==> src/rtl/regfile_wb_arbiter.sv <==
// Register file write-port arbiter between the in-order WB stage and the multi-cycle unit,
// with starvation-driven pipeline stall and a busy scoreboard for decode RAW detection.
module regfile_wb_arbiter #(
  parameter int unsigned REG_WIDTH    = 32,
  parameter int unsigned FILE_DEPTH   = 32,
  parameter int unsigned STARVE_LIMIT = 4,
  localparam int unsigned ADDR_WIDTH  = $clog2(FILE_DEPTH)
) (
  input  logic                  i_clk,
  input  logic                  i_reset_n,
  input  logic                  i_wb_valid,
  input  logic [ADDR_WIDTH-1:0] i_wb_addr,
  input  logic [REG_WIDTH-1:0]  i_wb_data,
  input  logic                  i_mc_valid,
  input  logic [ADDR_WIDTH-1:0] i_mc_addr,
  input  logic [REG_WIDTH-1:0]  i_mc_data,
  output logic                  o_mc_ready,
  output logic                  o_pipe_stall,
  input  logic                  i_issue_valid,
  input  logic [ADDR_WIDTH-1:0] i_issue_addr,
  input  logic [ADDR_WIDTH-1:0] i_rd_addr_a,
  input  logic [ADDR_WIDTH-1:0] i_rd_addr_b,
  output logic                  o_busy_a,
  output logic                  o_busy_b,
  output logic                  o_wr_en,
  output logic [ADDR_WIDTH-1:0] o_wr_addr,
  output logic [REG_WIDTH-1:0]  o_wr_data
);

  localparam logic [3:0] StarveMax = 4'(STARVE_LIMIT);

  typedef enum logic [0:0] {StNormal, StStall} state_e;

  state_e                state_q;
  logic [3:0]            starve_cnt_q;
  logic [3:0]            starve_cnt_inc;
  logic [FILE_DEPTH-1:0] busy_q, busy_d;
  logic                  wb_grant;
  logic                  mc_grant;

  // Grant decode: WB has priority in NORMAL, the multi-cycle unit owns the port in STALL.
  always_comb begin
    wb_grant = 1'b0;
    mc_grant = 1'b0;
    if (state_q == StStall) begin
      mc_grant = i_mc_valid;
    end else if (i_wb_valid) begin
      wb_grant = 1'b1;
    end else begin
      mc_grant = i_mc_valid;
    end
  end

  assign starve_cnt_inc = (starve_cnt_q == StarveMax) ? starve_cnt_q : starve_cnt_q + 4'd1;

  // Outputs are forced low while reset is held so a pending grant never reaches the file.
  always_comb begin
    o_wr_en      = (wb_grant | mc_grant) & i_reset_n;
    o_mc_ready   = mc_grant & i_reset_n;
    o_pipe_stall = (state_q == StStall) & i_reset_n;
    o_wr_addr    = wb_grant ? i_wb_addr : i_mc_addr;
    o_wr_data    = wb_grant ? i_wb_data : i_mc_data;
    o_busy_a     = busy_q[i_rd_addr_a] & i_reset_n;
    o_busy_b     = busy_q[i_rd_addr_b] & i_reset_n;
  end

  always_ff @(posedge i_clk or negedge i_reset_n) begin
    if (!i_reset_n) begin
      state_q      <= StNormal;
      starve_cnt_q <= 4'd0;
    end else begin
      unique case (state_q)
        StNormal: begin
          if (i_wb_valid && i_mc_valid) begin
            starve_cnt_q <= starve_cnt_inc;
            if (starve_cnt_inc == StarveMax) begin
              state_q <= StStall;
            end
          end else begin
            starve_cnt_q <= 4'd0;
          end
        end
        StStall: begin
          state_q      <= StNormal;
          starve_cnt_q <= 4'd0;
        end
        default: begin
          state_q      <= StNormal;
          starve_cnt_q <= 4'd0;
        end
      endcase
    end
  end

  // Scoreboard: a new issue overrides a same-cycle retire of the same register.
  always_comb begin
    busy_d = busy_q;
    if (mc_grant) begin
      busy_d[i_mc_addr] = 1'b0;
    end
    if (i_issue_valid && (i_issue_addr != '0)) begin
      busy_d[i_issue_addr] = 1'b1;
    end
    busy_d[0] = 1'b0;
  end

  always_ff @(posedge i_clk or negedge i_reset_n) begin
    if (!i_reset_n) begin
      busy_q <= '0;
    end else begin
      busy_q <= busy_d;
    end
  end

endmodule

==> config.mk <==
export PLATFORM = sky130hd
export DESIGN_NAME = regfile_wb_arbiter
export DESIGN_NICKNAME = d
export VERILOG_FILES = /design/src/rtl/regfile_wb_arbiter.sv
export SDC_FILE = /design/constraint.sdc
export NUM_CORES = 1
export LEC_CHECK = 0
export ABC_AREA = 0
export BUFFER_PORTS_ARGS = -buffer_cell sky130_fd_sc_hd__buf_2
export CAP_MARGIN = 10
export CORE_ASPECT_RATIO = 0.8
export CORE_MARGIN = 1.5
export CORE_UTILIZATION = 35
export DETAILED_ROUTE_END_ITERATION = 10
export PLACE_DENSITY = 0.67
export SLEW_MARGIN = 10
export SYNTH_ARGS = -nofsm -noshare
export SYNTH_HDL_FRONTEND = slang
export SYNTH_SLANG_ARGS = --single-unit
==> constraint.sdc <==
create_clock -name i_clk -period 2.11 [get_ports i_clk]
set_input_delay 0.3165 -clock i_clk [delete_from_list [all_inputs] [get_ports i_clk]]
set_output_delay 0.3165 -clock i_clk [all_outputs]
set_load 0.02 [all_outputs]
==> results.cfg, run 1 <==
[clock_network]
cts_tree = done
clkSinkCount = 36
clk_pin_slew_ns = 0.07
clockBufferDepth = 2
root_buffer = clkbuf_8
h-tree-depth = 2
clkLatencyLatePin_ns = 0.29
cts-buffers-inserted = 5

[floorplanning]
die_w_um = 101.3
chipHeight_um = 81.63
pin_count = 136
rows = 28
core_region_area_um2 = 7427
initial_core_util_pct = 36.42
die_area_um2 = 8268

[logic_synthesis]
synth_compound_area_share_pct = 15.22
muxShareOfSynthArea_pct = 14.43
syn_inst = 342
synthSimpleGateAreaFrac_pct = 31.45
synth_flop_cell = dfrtp_1
synth_seq_cells = 36
yosysWarnings = 0
synth_area_per_cell_um2 = 7.910
synthDistinctLibCells = 38
synth_fa_ha_area_share_pct = 0.9251
synthArstFlopShare_pct = 100.0
synth_edf_count = 0
synth_xor_area_share_pct = 0.3238
synth_area_um2 = 2705
syn-num-nets = 438
yosysSeqAreaShare_pct = 33.30
synth_top_family_by_area = simple AND/OR/NAND/NOR gates

[global_routing]
grt_use_total_pct = 20.58
grt_busiest_layer = met2
globalRouteMet2Util_pct = 32.01
grt_pass1_wl_um = 13130
met3_usage_pct = 4.596
antenna_found_initial = 0
global_route.overflow_total = 0
grt_pass1_vias = 2650
use_met1_pct = 28.21
grt_max_degree = 42

[power_and_ir_drop]
internal_power_mw = 1.464
swShare_pct = 34.07
switchingPower_mw = 0.7566
clockPowerShare_pct = 22.7
comb_power_share_pct = 34.3
power.leakage_nw = 1.851
power_density_nw_per_um2 = 613.7
worst_ir_drop_vdd_mv = 0.2925
power.share.sequential_pct = 43.0

[finish]
multi_input_area_um2 = 1685
n_antenna_cell = 0
drive_gt1_share_pct = 35.15
fin_nets = 573
area_growth_pct = 33.77
ff_latch_area_um2 = 900.9
design_area_um2 = 3618
fillers = 721

[setup_path]
cpLargestDelayFamily = multiplexers
crit_path_max_incr_delay_ns = 0.47
cp.arrival_ns = 2.08
crit_type = flip-flop to output port
critPathCaptureType = output port
worst-path-buf-inv = 1
r2r_slack_ns = 0.36
crit_chain = mux4_2 > mux2_4 > or3_1 > and4_1 > buf_6
crit_required_ns = 1.79
critPathSlowestCell = mux4_2
critPathLaunchType = flip-flop
crit_fanout = 3

[sta]
rsz0062_at_grt = yes
final_period_minus_worst_setup_slack_ns = 2.398
max_freq_mhz = 417.0
fin_setup_tns_ns = -0.5613
holdWs_ns = 0.3078
fin_worst_skew_ns = 0.004909
tightest_slew_ns = 0.5194
finalMaxSlewViolations = 0
post-route-period-util_pct = 113.6
hold_violations = 0
slew-limit-headroom_pct = 65.27
setup_ws_ns = -0.2878
finalSetupViolCount = 2

[min_path]
hold_class = input pin to flip-flop

[placement]
port_buffers = 135
dpl.hpwl_um = 6570
gp_congestion = 0.8930
postPlaceCellArea_um2 = 3492
dp_slack_ns = -0.1322

[detailed_routing]
drt_iter0_drc = 252
via_per_inst = 5.175
firstDrtPassIters = 7
routed_wl_um = 8422
antenna_left = 0
drc = 0
wl_per_cell_um = 14.45
via_count = 3017

[run_status]
violations = setup timing
run_status = finished with violations

[job]
cap_violations = 0
[worst reg2reg max path, stage by stage, from the launching register on]
cell	delay, ns
dfrtp_1	0.36
nand2b_1	0.16
buf_12	0.21
nand4_1	0.46
o21ai_0	0.31
o21ai_0	0.11
[sequential cells by signal, summed over array words and instances, names as in the netlist]
name          flops
busy_q           31
starve_cnt_q      4
state_q           1
[Yosys cell counts, types with 3 or more instances]
cell,number,area [um2]
dfrtp_1,36,900.9
buf_6,4,45.04
or3b_2,3,26.28
o31ai_1,4,30.03
mux2_2,4,45.04
nand3b_1,12,90.09
nor2_1,9,33.78
mux2i_1,9,90.09
nand4b_1,3,26.28
clkbuf_1,12,45.04
o21ai_0,60,300.3
nand2b_1,7,43.79
nand3_1,8,40.04
inv_1,4,15.01
nand2_1,122,457.9
mux4_1,8,210.2
or3_1,4,25.02
[placed cells by master, fill, tap and decap left out, types with 6 or more instances in the layout]
cell type  instances
o21ai_0           60
nor2_1             9
dfrtp_1           36
nand3b_1          12
nand2b_1           7
nand2_1          122
mux4_1             6
buf_2            133
nand3_1            8
mux2i_1            9
clkbuf_8           6
buf_4             10
[power groups by stage]
stage                     Clock (mW)  Combinational [mW]  Sequential (mW)
after CTS                      0.512               0.751            0.952
final                          0.505               0.762            0.954
after detailed placement           0               0.736            0.965
after floorplan                    0               0.484            0.909
after global routing           0.548               0.847            0.971
after global placement             0               0.721            0.957
[cell type report]
| type | count | share of cell area, % |
|---|---|---|
| Timing Repair Buffer | 147 | 21.92 |
| Clock buffer | 6 | 2.282 |
| Multi-Input combinational cell | 283 | 46.58 |
| Inverter | 4 | 0.4149 |
| Clock inverter | 2 | 0.2766 |
| Tap cell | 105 | 3.631 |
| Sequential cell | 36 | 24.90 |
[worst paths after layout]
check | startpoint | end | cells past startpoint
worst max-delay path | busy_q[8] | o_busy_a | 5
min in group asynchronous | i_reset_n | busy_q[24] | 2
worst min-delay path | i_issue_addr[0] | busy_q[24] | 2
max in group asynchronous | i_reset_n | busy_q[23] | 3
worst min register to register | busy_q[4] | busy_q[4] | 2
worst max register to register | state_q | busy_q[31] | 5
[stage by stage]
step,total power [mW],instances,util [%]
finish,2.221,583,48.72
floorplan,1.392,342,-
CTS,2.215,581,48.52
global placement,1.678,572,47.02
detailed placement,1.701,572,47.02
global route,2.366,583,48.72
[routing by layer]
layer / share of wire [%] / up-vias / wire length [um]
li1: - / 1471 / -
met5: 0 / - / 0
met1: 45 / 1394 / 3756
met2: 46 / 139 / 3858
met3: 7.2 / 13 / 610
met4: 2.4 / 0 / 198
[cell families (layout without fill, tap and decap cells)]
logic type | Yosys count | count (layout)
DFF | 36 | 36
buffers and inverters | 23 | 159
adders and majority gates | 2 | 2
xor gates and xnor gates | 1 | 1
and+or+nand+nor | 182 | 182
AOI/OAI and AO/OA | 75 | 75
muxes | 23 | 23
[repair_timing]
action,4_1_cts,5_1_grt
cloned,0,0
hold endpoints to repair,9,0
setup endpoints to repair,2,2
resized for setup,7,0
pin swaps,2,0
buffers inserted,0,2
hold buffers,1,0
No activity file was read; power rests on OpenSTA's default activity.
==> run 2: changes to the inputs <==
--- a/config.mk
+++ b/config.mk
@@ -10,9 +10,9 @@
 export CAP_MARGIN = 10
 export CORE_ASPECT_RATIO = 0.8
 export CORE_MARGIN = 1.5
-export CORE_UTILIZATION = 35
+export CORE_UTILIZATION = 42
 export DETAILED_ROUTE_END_ITERATION = 10
-export PLACE_DENSITY = 0.67
+export PLACE_DENSITY = 0.78
 export SLEW_MARGIN = 10
 export SYNTH_ARGS = -nofsm -noshare
 export SYNTH_HDL_FRONTEND = slang
==> run 2 against run 1 <==
  * The run still ends with setup timing left
  * Clock power grew 19%
  * Critical path depth stayed put
  * Register-to-register slack improved by 0.11 ns
  * Largest cell class unchanged
==> results.cfg, run 2 (synthesis gave the netlist of run 1 again) <==
[global_routing]
global_route.overflow_total = 0
grt_max_degree = 27
grt_use_total_pct = 25.42
antenna_found_initial = 0
grt_pass1_vias = 2825
grt_pass1_wl_um = 13730

[placement]
gp_congestion = 0.8681
port_buffers = 135
dp.cells = 549
dpl.hpwl_um = 6791

[clock_network]
root_buffer = clkbuf_8
clkSinkCount = 36
clockBufferDepth = 2
clkLatencyLatePin_ns = 0.29
clk_pin_slew_ns = 0.08
cts_tree = done
h-tree-depth = 2
cts-buffers-inserted = 5

[setup_path]
crit_chain = mux4_2 > mux2_4 > or3_1 > and4_1 > buf_6
crit_required_ns = 1.79
startpoint = busy_q[14]
rr_endpoint = busy_q[8]
r2r_slack_ns = 0.47
reg2reg_depth = 4
critPathLaunchType = flip-flop
crit_path_max_incr_delay_ns = 0.47
cp.arrival_ns = 2.08
setup.worst_path.end = o_busy_b
worst-path-buf-inv = 1
critical_path_depth = 5
crit_fanout = 3
cpLargestDelayFamily = multiplexers
critPathCaptureType = output port
r2r-start = state_q
crit_type = flip-flop to output port
critPathSlowestCell = mux4_2

[detailed_routing]
wl_per_cell_um = 15.24
routed_wl_um = 8535
antenna_left = 0
via_per_inst = 5.421
drt_iter0_drc = 329
via_count = 3036
drc = 0
firstDrtPassIters = 4

[finish]
drive_gt1_share_pct = 35.07
final_cell_count_no_fill = 560
area_growth_pct = 33.21
reg_top3 = busy_q (31), starve_cnt_q (4), state_q (1)
regMostFlops = busy_q
final_common_cell = buf_2
largest_reg_flops = 31
fin_nets = 574
n_antenna_cell = 0
layout_common_cells = buf_2 (133), nand2_1 (122), o21ai_0 (60)

[sta]
fin_worst_skew_ns = 0.004467
tightest_slew_ns = 0.4258
post-route-period-util_pct = 113.4
finalMaxSlewViolations = 0
finalSetupViolCount = 2
slew-limit-headroom_pct = 71.46
final_period_minus_worst_setup_slack_ns = 2.393
hold_violations = 0
setup_ws_ns = -0.2826
max_freq_mhz = 418.0
rsz0062_at_grt = yes

[floorplanning]
chipHeight_um = 74.78
rows = 25
die_area_um2 = 6934
initial_core_util_pct = 44.58
pin_count = 136
die_w_um = 92.73
core_region_area_um2 = 6068

[run_status]
run_status = finished with violations
violations = setup timing

[power_and_ir_drop]
power_density_nw_per_um2 = 643.8
worst_ir_drop_vdd_mv = 0.2661
power.leakage_nw = 1.860
design_power_total_mw = 2.320

[min_path]
hold_class = input pin to flip-flop

[job]
cap_violations = 0
run 2: worst min path at each step:
stage | from | endpoint | depth (start not counted)
after floorplan | i_reset_n | busy_q[10] | 0
after detailed placement | i_reset_n | busy_q[29] | 1
after CTS | i_issue_addr[0] | busy_q[24] | 2
after global routing | i_mc_valid | starve_cnt_q[1] | 2
after global placement | i_reset_n | busy_q[29] | 1
final | i_issue_addr[0] | busy_q[24] | 2
run 2: metrics by stage:
stage / hold slack, ns / TNS [ns] / area [um2] / setup WS (ns) / util [%]
floorplan: 0.02091 / 0 / 2708 / 0.08308 / -
global placement: 0.2561 / -0.1873 / 3457 / -0.09750 / 56.97
detailed placement: 0.2537 / -0.2220 / 3457 / -0.1123 / 56.97
CTS: 0.3254 / -0.5494 / 3596 / -0.2863 / 59.26
global route: 0.3476 / -0.6978 / 3603 / -0.3728 / 59.38
finish: 0.3382 / -0.5469 / 3603 / -0.2826 / 59.38
run 2: final cells by class:
class	count	area [um2]
sequential	36	900.9
clock buffer	6	72.57
clock inverter	2	35.03
inverter	4	15.01
fill	580	2465
multi-input combinational	283	1690
tap	81	101.3
timing repair buffer	148	788.3
run 2: repair_timing:
item,4_1_cts,5_1_grt
pin swaps,2,0
hold buffers,1,0
buffers inserted,1,1
gates resized for setup,8,0
endpoints found under the hold margin,12,0
setup endpoints to repair,18,2
run 2: power breakdown:
part           leakage [nW]  switching (mW)  internal, mW
Sequential            0.440           0.127         0.835
Clock                0.0552           0.250         0.351
Combinational          1.37           0.390         0.368
run 2: per-layer routing:
| layer | track usage (%) | up-vias | share of wire, % |
|---|---|---|---|
| met5 | 0 | - | 0 |
| met4 | 8.081 | 0 | 2.0 |
| met3 | 5.051 | 17 | 7.4 |
| met2 | 41.34 | 130 | 47 |
| met1 | 34.76 | 1420 | 44 |
| li1 | - | 1469 | - |
